==> src/rtl/disassembler.sv <==
// Streaming RV32I disassembler: takes one instruction word per handshake and
// emits its assembly text one ASCII character per accepted cycle, ending in "\n".
package constants;
  localparam logic [6:0] OP_REG    = 7'b0110011;
  localparam logic [6:0] OP_IMM    = 7'b0010011;
  localparam logic [6:0] OP_LOAD   = 7'b0000011;
  localparam logic [6:0] OP_STORE  = 7'b0100011;
  localparam logic [6:0] OP_BRANCH = 7'b1100011;
  localparam logic [6:0] OP_LUI    = 7'b0110111;
  localparam logic [6:0] OP_AUIPC  = 7'b0010111;
  localparam logic [6:0] OP_JAL    = 7'b1101111;
  localparam logic [6:0] OP_JALR   = 7'b1100111;
endpackage

module disassembler
  import constants::*;
(
  input  logic        clk_in,
  input  logic        rst_in,
  input  logic [31:0] instruction,
  input  logic        inst_valid,
  output logic        inst_ready,
  output logic [7:0]  out_char,
  output logic        char_valid,
  input  logic        char_ready,
  output logic        line_done,
  output logic        error_flag
);

  typedef enum logic [2:0] {IDLE, DECODE, MNEM, SPACE, REG, SEP, IMM, EOL} state_t;

  function automatic logic [2:0] mn_length(input logic [4:0][7:0] s);
    logic [2:0] n;
    n = 3'd0;
    for (int i = 0; i < 5; i++)
      if (s[i] != 8'd0) n = n + 3'd1;
    return n;
  endfunction

  function automatic logic [20:0] magnitude(input logic signed [31:0] v);
    return 21'(v[31] ? -v : v);
  endfunction

  function automatic logic [2:0] top_nibble(input logic [20:0] m);
    logic [23:0] w;
    logic [2:0]  t;
    w = {3'd0, m};
    t = 3'd0;
    for (int i = 0; i < 6; i++)
      if (w[i*4 +: 4] != 4'd0) t = 3'(i);
    return t;
  endfunction

  // Decimal split by comparison against 10/20/30 rather than a divider.
  function automatic logic [1:0] reg_tens(input logic [4:0] r);
    if (r >= 5'd30) return 2'd3;
    if (r >= 5'd20) return 2'd2;
    if (r >= 5'd10) return 2'd1;
    return 2'd0;
  endfunction

  function automatic logic [3:0] reg_ones(input logic [4:0] r);
    case (reg_tens(r))
      2'd3:    return 4'(r - 5'd30);
      2'd2:    return 4'(r - 5'd20);
      2'd1:    return 4'(r - 5'd10);
      default: return r[3:0];
    endcase
  endfunction

  function automatic logic [7:0] hex_char(input logic [3:0] n);
    return (n < 4'd10) ? 8'h30 + {4'd0, n} : 8'h57 + {4'd0, n};
  endfunction

  state_t      state, nxt_state;
  logic [2:0]  idx, nxt_idx;
  logic [1:0]  op, nxt_op;
  logic [2:0]  nib, nxt_nib;
  logic [7:0]  nxt_char;

  logic [31:0] instr;
  logic [6:0]  opcode, f7;
  logic [2:0]  f3;
  logic [4:0]  rd, rs1, rs2;
  logic signed [31:0] imm_i, imm_s, imm_b, imm_j, imm_u, imm_sh;

  assign opcode = instr[6:0];
  assign rd     = instr[11:7];
  assign f3     = instr[14:12];
  assign rs1    = instr[19:15];
  assign rs2    = instr[24:20];
  assign f7     = instr[31:25];
  assign imm_i  = {{20{instr[31]}}, instr[31:20]};
  assign imm_s  = {{20{instr[31]}}, instr[31:25], instr[11:7]};
  assign imm_b  = {{19{instr[31]}}, instr[31], instr[7], instr[30:25], instr[11:8], 1'b0};
  assign imm_j  = {{11{instr[31]}}, instr[31], instr[19:12], instr[20], instr[30:21], 1'b0};
  assign imm_u  = {12'd0, instr[31:12]};
  assign imm_sh = {27'd0, instr[24:20]};

  logic [4:0][7:0]    dec_mn;
  logic [2:0]         dec_len;
  logic [1:0]         dec_nregs;
  logic               dec_imm, dec_illegal;
  logic [4:0]         dec_regs [4];
  logic signed [31:0] dec_val;
  logic [20:0]        dec_mag;

  // Operands are listed registers first; the immediate, when present, is always last.
  always_comb begin
    dec_mn      = {16'd0, "???"};
    dec_nregs   = 2'd0;
    dec_imm     = 1'b0;
    dec_regs[0] = rd;
    dec_regs[1] = rs1;
    dec_regs[2] = rs2;
    dec_regs[3] = 5'd0;
    dec_val     = imm_i;
    case (opcode)
      OP_REG: begin
        dec_nregs = 2'd3;
        if (f7 == 7'b0000000) begin
          case (f3)
            3'd0: dec_mn = {16'd0, "add"};
            3'd1: dec_mn = {16'd0, "sll"};
            3'd2: dec_mn = {16'd0, "slt"};
            3'd3: dec_mn = {8'd0, "sltu"};
            3'd4: dec_mn = {16'd0, "xor"};
            3'd5: dec_mn = {16'd0, "srl"};
            3'd6: dec_mn = {24'd0, "or"};
            default: dec_mn = {16'd0, "and"};
          endcase
        end else if (f7 == 7'b0100000) begin
          case (f3)
            3'd0: dec_mn = {16'd0, "sub"};
            3'd5: dec_mn = {16'd0, "sra"};
            default: ;
          endcase
        end
      end
      OP_IMM: begin
        dec_nregs = 2'd2;
        dec_imm   = 1'b1;
        case (f3)
          3'd0: dec_mn = {8'd0, "addi"};
          3'd2: dec_mn = {8'd0, "slti"};
          3'd3: dec_mn = "sltiu";
          3'd4: dec_mn = {8'd0, "xori"};
          3'd6: dec_mn = {16'd0, "ori"};
          3'd7: dec_mn = {8'd0, "andi"};
          3'd1: begin
            dec_val = imm_sh;
            if (f7 == 7'b0000000) dec_mn = {8'd0, "slli"};
          end
          default: begin
            dec_val = imm_sh;
            if (f7 == 7'b0000000)      dec_mn = {8'd0, "srli"};
            else if (f7 == 7'b0100000) dec_mn = {8'd0, "srai"};
          end
        endcase
      end
      OP_LOAD: begin
        dec_nregs = 2'd2;
        dec_imm   = 1'b1;
        case (f3)
          3'd0: dec_mn = {24'd0, "lb"};
          3'd1: dec_mn = {24'd0, "lh"};
          3'd2: dec_mn = {24'd0, "lw"};
          3'd4: dec_mn = {16'd0, "lbu"};
          3'd5: dec_mn = {16'd0, "lhu"};
          default: ;
        endcase
      end
      OP_STORE: begin
        dec_nregs   = 2'd2;
        dec_imm     = 1'b1;
        dec_regs[0] = rs2;
        dec_regs[1] = rs1;
        dec_val     = imm_s;
        case (f3)
          3'd0: dec_mn = {24'd0, "sb"};
          3'd1: dec_mn = {24'd0, "sh"};
          3'd2: dec_mn = {24'd0, "sw"};
          default: ;
        endcase
      end
      OP_BRANCH: begin
        dec_nregs   = 2'd2;
        dec_imm     = 1'b1;
        dec_regs[0] = rs1;
        dec_regs[1] = rs2;
        dec_val     = imm_b;
        case (f3)
          3'd0: dec_mn = {16'd0, "beq"};
          3'd1: dec_mn = {16'd0, "bne"};
          3'd4: dec_mn = {16'd0, "blt"};
          3'd5: dec_mn = {16'd0, "bge"};
          3'd6: dec_mn = {8'd0, "bltu"};
          3'd7: dec_mn = {8'd0, "bgeu"};
          default: ;
        endcase
      end
      OP_LUI: begin
        dec_nregs = 2'd1;
        dec_imm   = 1'b1;
        dec_val   = imm_u;
        dec_mn    = {16'd0, "lui"};
      end
      OP_AUIPC: begin
        dec_nregs = 2'd1;
        dec_imm   = 1'b1;
        dec_val   = imm_u;
        dec_mn    = "auipc";
      end
      OP_JAL: begin
        dec_nregs = 2'd1;
        dec_imm   = 1'b1;
        dec_val   = imm_j;
        dec_mn    = {16'd0, "jal"};
      end
      OP_JALR: begin
        dec_nregs = 2'd2;
        dec_imm   = 1'b1;
        if (f3 == 3'd0) dec_mn = {8'd0, "jalr"};
      end
      default: ;
    endcase
    dec_illegal = (dec_mn == {16'd0, "???"});
    if (dec_illegal) begin
      dec_nregs = 2'd0;
      dec_imm   = 1'b0;
    end
  end

  assign dec_len = mn_length(dec_mn);
  assign dec_mag = magnitude(dec_val);

  logic [4:0][7:0] mn;
  logic [2:0]      mn_len;
  logic [1:0]      n_regs, n_ops;
  logic            has_imm, neg, last_op;
  logic [4:0]      regs [4];
  logic [20:0]     mag;
  logic [23:0]     mag24;
  logic [2:0]      top;

  always_ff @(posedge clk_in) begin
    if (state == IDLE && inst_valid) instr <= instruction;
    if (state == DECODE) begin
      mn      <= dec_mn;
      mn_len  <= dec_len;
      n_regs  <= dec_nregs;
      has_imm <= dec_imm;
      regs    <= dec_regs;
      neg     <= dec_val[31];
      mag     <= dec_mag;
      top     <= top_nibble(dec_mag);
    end
  end

  assign n_ops   = n_regs + {1'b0, has_imm};
  assign last_op = (op == n_ops - 2'd1);
  assign mag24   = {3'd0, mag};

  // Position that follows the current character once it is accepted.
  always_comb begin
    nxt_state = state;
    nxt_idx   = idx;
    nxt_op    = op;
    nxt_nib   = nib;
    case (state)
      MNEM: begin
        if (idx == mn_len - 3'd1) nxt_state = (n_ops == 2'd0) ? EOL : SPACE;
        else                      nxt_idx   = idx + 3'd1;
      end
      SPACE, SEP: begin
        nxt_op = (state == SPACE) ? 2'd0 : op + 2'd1;
        if (nxt_op < n_regs) begin
          nxt_state = REG;
          nxt_idx   = 3'd0;
        end else begin
          nxt_state = IMM;
          nxt_idx   = neg ? 3'd0 : 3'd1;
        end
      end
      REG: begin
        case (idx)
          3'd0:    nxt_idx = (regs[op] >= 5'd10) ? 3'd1 : 3'd2;
          3'd1:    nxt_idx = 3'd2;
          default: nxt_state = last_op ? EOL : SEP;
        endcase
      end
      IMM: begin
        case (idx)
          3'd0, 3'd1: nxt_idx = idx + 3'd1;
          3'd2: begin
            nxt_idx = 3'd3;
            nxt_nib = top;
          end
          default: begin
            if (nib == 3'd0) nxt_state = EOL;
            else             nxt_nib   = nib - 3'd1;
          end
        endcase
      end
      EOL: begin
        nxt_state = IDLE;
        nxt_idx   = 3'd0;
        nxt_op    = 2'd0;
        nxt_nib   = 3'd0;
      end
      default: ;
    endcase
  end

  always_comb begin
    nxt_char = 8'h00;
    case (nxt_state)
      MNEM:  nxt_char = mn[mn_len - 3'd1 - nxt_idx];
      SPACE: nxt_char = " ";
      SEP:   nxt_char = ",";
      REG: begin
        case (nxt_idx)
          3'd0:    nxt_char = "x";
          3'd1:    nxt_char = 8'h30 + {6'd0, reg_tens(regs[nxt_op])};
          default: nxt_char = 8'h30 + {4'd0, reg_ones(regs[nxt_op])};
        endcase
      end
      IMM: begin
        case (nxt_idx)
          3'd0:    nxt_char = "-";
          3'd1:    nxt_char = "0";
          3'd2:    nxt_char = "x";
          default: nxt_char = hex_char(mag24[{nxt_nib, 2'b00} +: 4]);
        endcase
      end
      EOL:     nxt_char = 8'h0A;
      default: ;
    endcase
  end

  always_ff @(posedge clk_in or posedge rst_in) begin
    if (rst_in) begin
      state      <= IDLE;
      idx        <= 3'd0;
      op         <= 2'd0;
      nib        <= 3'd0;
      out_char   <= 8'h00;
      char_valid <= 1'b0;
    end else begin
      case (state)
        IDLE: if (inst_valid) state <= DECODE;
        DECODE: begin
          state      <= MNEM;
          idx        <= 3'd0;
          op         <= 2'd0;
          nib        <= 3'd0;
          out_char   <= dec_mn[dec_len - 3'd1];
          char_valid <= 1'b1;
        end
        default: begin
          if (char_ready) begin
            state      <= nxt_state;
            idx        <= nxt_idx;
            op         <= nxt_op;
            nib        <= nxt_nib;
            out_char   <= nxt_char;
            char_valid <= (nxt_state != IDLE);
          end
        end
      endcase
    end
  end

  assign inst_ready = (state == IDLE);
  assign line_done  = (state == EOL) && char_ready;
  assign error_flag = (state == DECODE) && dec_illegal;

endmodule

==> config.mk <==
export PLATFORM = sky130hd
export DESIGN_NAME = disassembler
export DESIGN_NICKNAME = d
export VERILOG_FILES = /design/src/rtl/disassembler.sv
export SDC_FILE = /design/constraint.sdc
export NUM_CORES = 1
export LEC_CHECK = 0
export BUFFER_PORTS_ARGS = -buffer_cell sky130_fd_sc_hd__clkbuf_2
export CAP_MARGIN = 20
export CELL_PAD_IN_SITES_DETAIL_PLACEMENT = 0
export CELL_PAD_IN_SITES_GLOBAL_PLACEMENT = 1
export CORE_MARGIN = 4
export CORE_UTILIZATION = 44
export CTS_CLUSTER_DIAMETER = 150
export DETAILED_ROUTE_END_ITERATION = 12
export MAX_ROUTING_LAYER = met4
export PLACE_DENSITY = 0.84
export SYNTH_ARGS = -nofsm -noshare
export SYNTH_HDL_FRONTEND = slang
export SYNTH_SLANG_ARGS = --single-unit
==> constraint.sdc <==
create_clock -name clk_in -period 3.96 [get_ports clk_in]
set_input_delay 0.594 -clock clk_in [delete_from_list [all_inputs] [get_ports clk_in]]
set_output_delay 0.594 -clock clk_in [all_outputs]
set_load 0.05 [all_outputs]
==> results.sh <==
export IMPL_floorplan_io_pins=48
export IMPL_cap_violations=0
export IMPL_cts_root_to_sink_buffers=2
export IMPL_drcViolationCount=0
export IMPL_drive_gt1_share_pct=22.3
export IMPL_required_ps=4260
export IMPL_synth_enable_flop_cells=103
export IMPL_synth_compound_area_share_pct=23.6
export IMPL_floorplan_core_area_um2=19700
export IMPL_die_area_um2=22600
export IMPL_yosysTopAreaCell="edfxtp_1"
export IMPL_final_net_count=1161
export IMPL_headroom_to_the_max_slew_limit_pct=41.6
export IMPL_synth_xor_area_share_pct=2.90
export IMPL_drt_first_pass_iters=6
export IMPL_dominant_combinational_cell_family_by_area_after_synthesis="compound AO/OA/AOI/OAI gates"
export IMPL_initial_antenna_violation_count=0
export IMPL_globalRouteTotalUtil_pct=26.5
export IMPL_static_leakage_power_nw=4.05
export IMPL_area_of_the_multi_input_gates_um2=5110
export IMPL_placement_setup_worst_slack_ps=-67.8
export IMPL_detailroute_via_count=8596
export IMPL_placement_rows=51
export IMPL_crit_path_start_kind="flip-flop"
export IMPL_drtAntennaViolNets=0
export IMPL_grt_overflow_total=0
export IMPL_synthArstFlopShare_pct=15.6
export IMPL_total_switching_power_w=0.00322
export IMPL_syn2layout_area_growth_pct=20.6
export IMPL_gpl_final_weighted_congestion=0.990
export IMPL_postSynth_topFlopCell="edfxtp_1"
export IMPL_cts_root_buf="clkbuf_16"
export IMPL_synthesis_instances=1002
export IMPL_wire_per_inst_um=20.7
export IMPL_h_tree_depth=4
export IMPL_r2r_start="mn_len[1]"
export IMPL_yosysMostFrequentCell="nand2_1"
export IMPL_synth_mux_area_share_pct=4.42
export IMPL_grt_start_max_net_pins=72
export IMPL_area_fraction_of_the_dominant_cell_type_after_synthesis_pct=34.7
export IMPL_switching_share_pct=42.8
export IMPL_clock_tree_from_tritoncts="built"
export IMPL_syn_area_per_cell_um2=8.90
export IMPL_seq_power_share_pct=25.9
export IMPL_synth_cells_most_frequent="104 x nand2_1, 103 x edfxtp_1, 98 x nor2_1, 66 x o21ai_0, 60 x a21oi_1"
export IMPL_grt_first_pass_wirelength_um=44800
export IMPL_clkSinkCount=122
export IMPL_grtUsageMet3_pct=4.39
export IMPL_worstRegToRegCells=15
export IMPL_worstPathArrival_ps=4100
export IMPL_yosys_area_share_adder_pct=2.61
export IMPL_utilization_pct=54.6
export IMPL_hold_class="in -> async"
export IMPL_synth_sequential_area_ratio_pct=40.0
export IMPL_yosys_top_cells_area="edfxtp_1 35%, dfrtp_1 5.3%, nand2_1 4.4%"
export IMPL_post_dp_hpwl_um=21900
export IMPL_io_buffer_count=46
export IMPL_maxSlewViolCount=0
export IMPL_synthDistinctLibCells=94
export IMPL_finalCritPeriodShare_pct=96.1
export IMPL_globalRouteMet2Util_pct=38.3
export IMPL_grt_busiest_layer="met2"
export IMPL_die_height_um=150
export IMPL_max_vdd_ir_drop_v=0.000355
export IMPL_unrepaired_setup_endpoints_after_global_routing="yes"
export IMPL_finalCriticalPeriod_ps=3810
export IMPL_netlist_area_um2=8920
export IMPL_clock_skew_final_ps=9.01
export IMPL_tightestPinTransition_ps=876
export IMPL_power_per_cell_area_nw_per_um2=700
export IMPL_drt_iter0_drc=1155
export IMPL_report_power_total_w=0.00753
export IMPL_p_comb_share_pct=53.8
export IMPL_postSynthNetCount=1056
export IMPL_final_hold_viol_count=0
export IMPL_vias_in_the_first_global_route=7993
export IMPL_clockPowerShare_pct=20.2
export IMPL_cts_buffers_inserted=17
export IMPL_grtUsageMet1_pct=36.8
export IMPL_setup_viol=0
export IMPL_vias_per_cell=6.21
export IMPL_drt_wirelength_um=28700
export IMPL_synth_warning_count=0
export IMPL_synth_simple_area_share_pct=21.9
export IMPL_worst_setup_slack_final_ps=153
export IMPL_number_of_storage_elements_in_the_synthesis_netlist=122
export IMPL_chip_width_um=150
export IMPL_power_internal_w=0.00431
export IMPL_initial_core_util_pct=45.2
export IMPL_worst_path_max_fanout=6
export IMPL_critPathKind="reg -> reg"
export IMPL_diodes=0
export IMPL_worstSetupEndpointType="flip-flop"
export IMPL_max_freq_mhz=263
export IMPL_ff_latch_area_um2=3570
export IMPL_worst_path_clk_slew_ps=60
export IMPL_clk_insertion_delay_late_ps=420
export IMPL_status="finished, final reports clean"
export IMPL_fillers=1767
export IMPL_regToRegEndpoint="out_char[2]"
export IMPL_timing_reg2reg_setup_slack_ps=150
==> sequential cells by signal, indices dropped and copies added (netlist names) <==
| signal | cells |
|---|---|
| char_valid | 1 |
| has_imm | 1 |
| idx | 3 |
| instr | 32 |
| mag | 21 |
| mn | 25 |
| mn_len | 3 |
| n_regs | 2 |
| neg | 1 |
| nib | 3 |
| op | 2 |
| out_char | 7 |
| regs | 15 |
| state | 3 |
| top | 3 |
==> what timing repair did <==
item / CTS / global route
setup endpoints to repair: 2 / 9
hold buffers: 0 / 0
buffers inserted: 2 / 9
resized for setup: 2 / 31
pin swaps: 0 / 10
==> cells in the final DEF (no fill, tap or decap), drive strengths merged, types with 5 or more instances in the layout <==
master / count
a2bb2oi: 5
nor4: 11
a31oi: 17
a211oi: 8
or2: 10
o21ai: 83
nor2: 98
edfxtp: 103
clkbuf: 63
nand4: 15
a22o: 5
nand2b: 11
nand3: 31
a311oi: 5
a22oi: 14
buf: 99
ha: 17
or3: 10
o21a: 9
clkinv: 7
mux4: 7
o2111ai: 8
inv: 44
nand3b: 5
and3: 15
xnor2: 24
nand2: 105
o22ai: 19
mux2: 5
a21oi: 60
nor2b: 14
or4: 5
nor3: 22
dfrtp: 19
o211ai: 14
and2: 10
mux2i: 18
a221oi: 13
o31ai: 10
==> worst max-delay path by stage <==
stage          cells after the start  slack [ps]      start     endpoint
2_1_floorplan                     15          30   state[0]  out_char[3]
3_3_place_gp                      16           7     idx[0]  out_char[0]
3_5_place_dp                      17         -70      op[1]  out_char[6]
4_1_cts                           17          60      op[1]  out_char[6]
5_1_grt                           17         -20  mn_len[0]  out_char[1]
6_report                          15         150  mn_len[1]  out_char[2]
==> cell families after synthesis <==
family | count (synthesis)
xor+xnor | 27
fa+ha+maj | 18
mux | 30
buf+inv | 102
simple gates | 384
other cells | 1
flops | 122
compound gates | 318
==> cell type report <==
type	instances	area share, %
inverter	43	1.50
clock inverter	14	1.36
clock buffer	17	3.95
timing repair buffer	145	9.39
sequential	122	33.2
tap	265	3.08
multi-input combinational	778	47.5
==> power groups by stage <==
| stage | combinational (W) | clock (W) | sequential, W |
|---|---|---|---|
| after floorplan | 0.00247 | 0 | 0.00202 |
| after global placement | 0.00362 | 0 | 0.00197 |
| after detailed placement | 0.00363 | 0 | 0.00197 |
| after CTS | 0.00372 | 0.00154 | 0.00195 |
| after global routing | 0.00441 | 0.00161 | 0.00197 |
| final | 0.00405 | 0.00152 | 0.00195 |
==> metrics by stage <==
step	instances	setup TNS (ps)	hold WS, ps	area, um^2
after floorplan	1002	0	487	8960
after detailed placement	1341	-67.8	501	9950
final	1384	0	313	10800
after global placement	1341	0	485	9950
after global routing	1384	-28.0	323	10800
after CTS	1374	0	325	10500
==> per-layer routing <==
| layer | share of wire (%) | vias to the layer above |
|---|---|---|
| li1 | - | 4039 |
| met1 | 45 | 3985 |
| met2 | 44 | 477 |
| met3 | 6.8 | 95 |
| met4 | 4.3 | 0 |
| met5 | 0 | - |
==> worst max-delay path, cell delays in order, from the launching register on <==
cell and delay [ps]:
edfxtp_1 370, inv_1 110, ha_4 150, xor3_1 340, or3_4 420, and2_4 170
a22oi_1 170, nand3_1 120, ha_2 200, inv_2 60, fa_2 500, buf_4 180
mux4_2 280, a32o_1 280, nor4b_2 210, o22ai_1 110
Note: power is estimated with default switching activity, not from simulation.
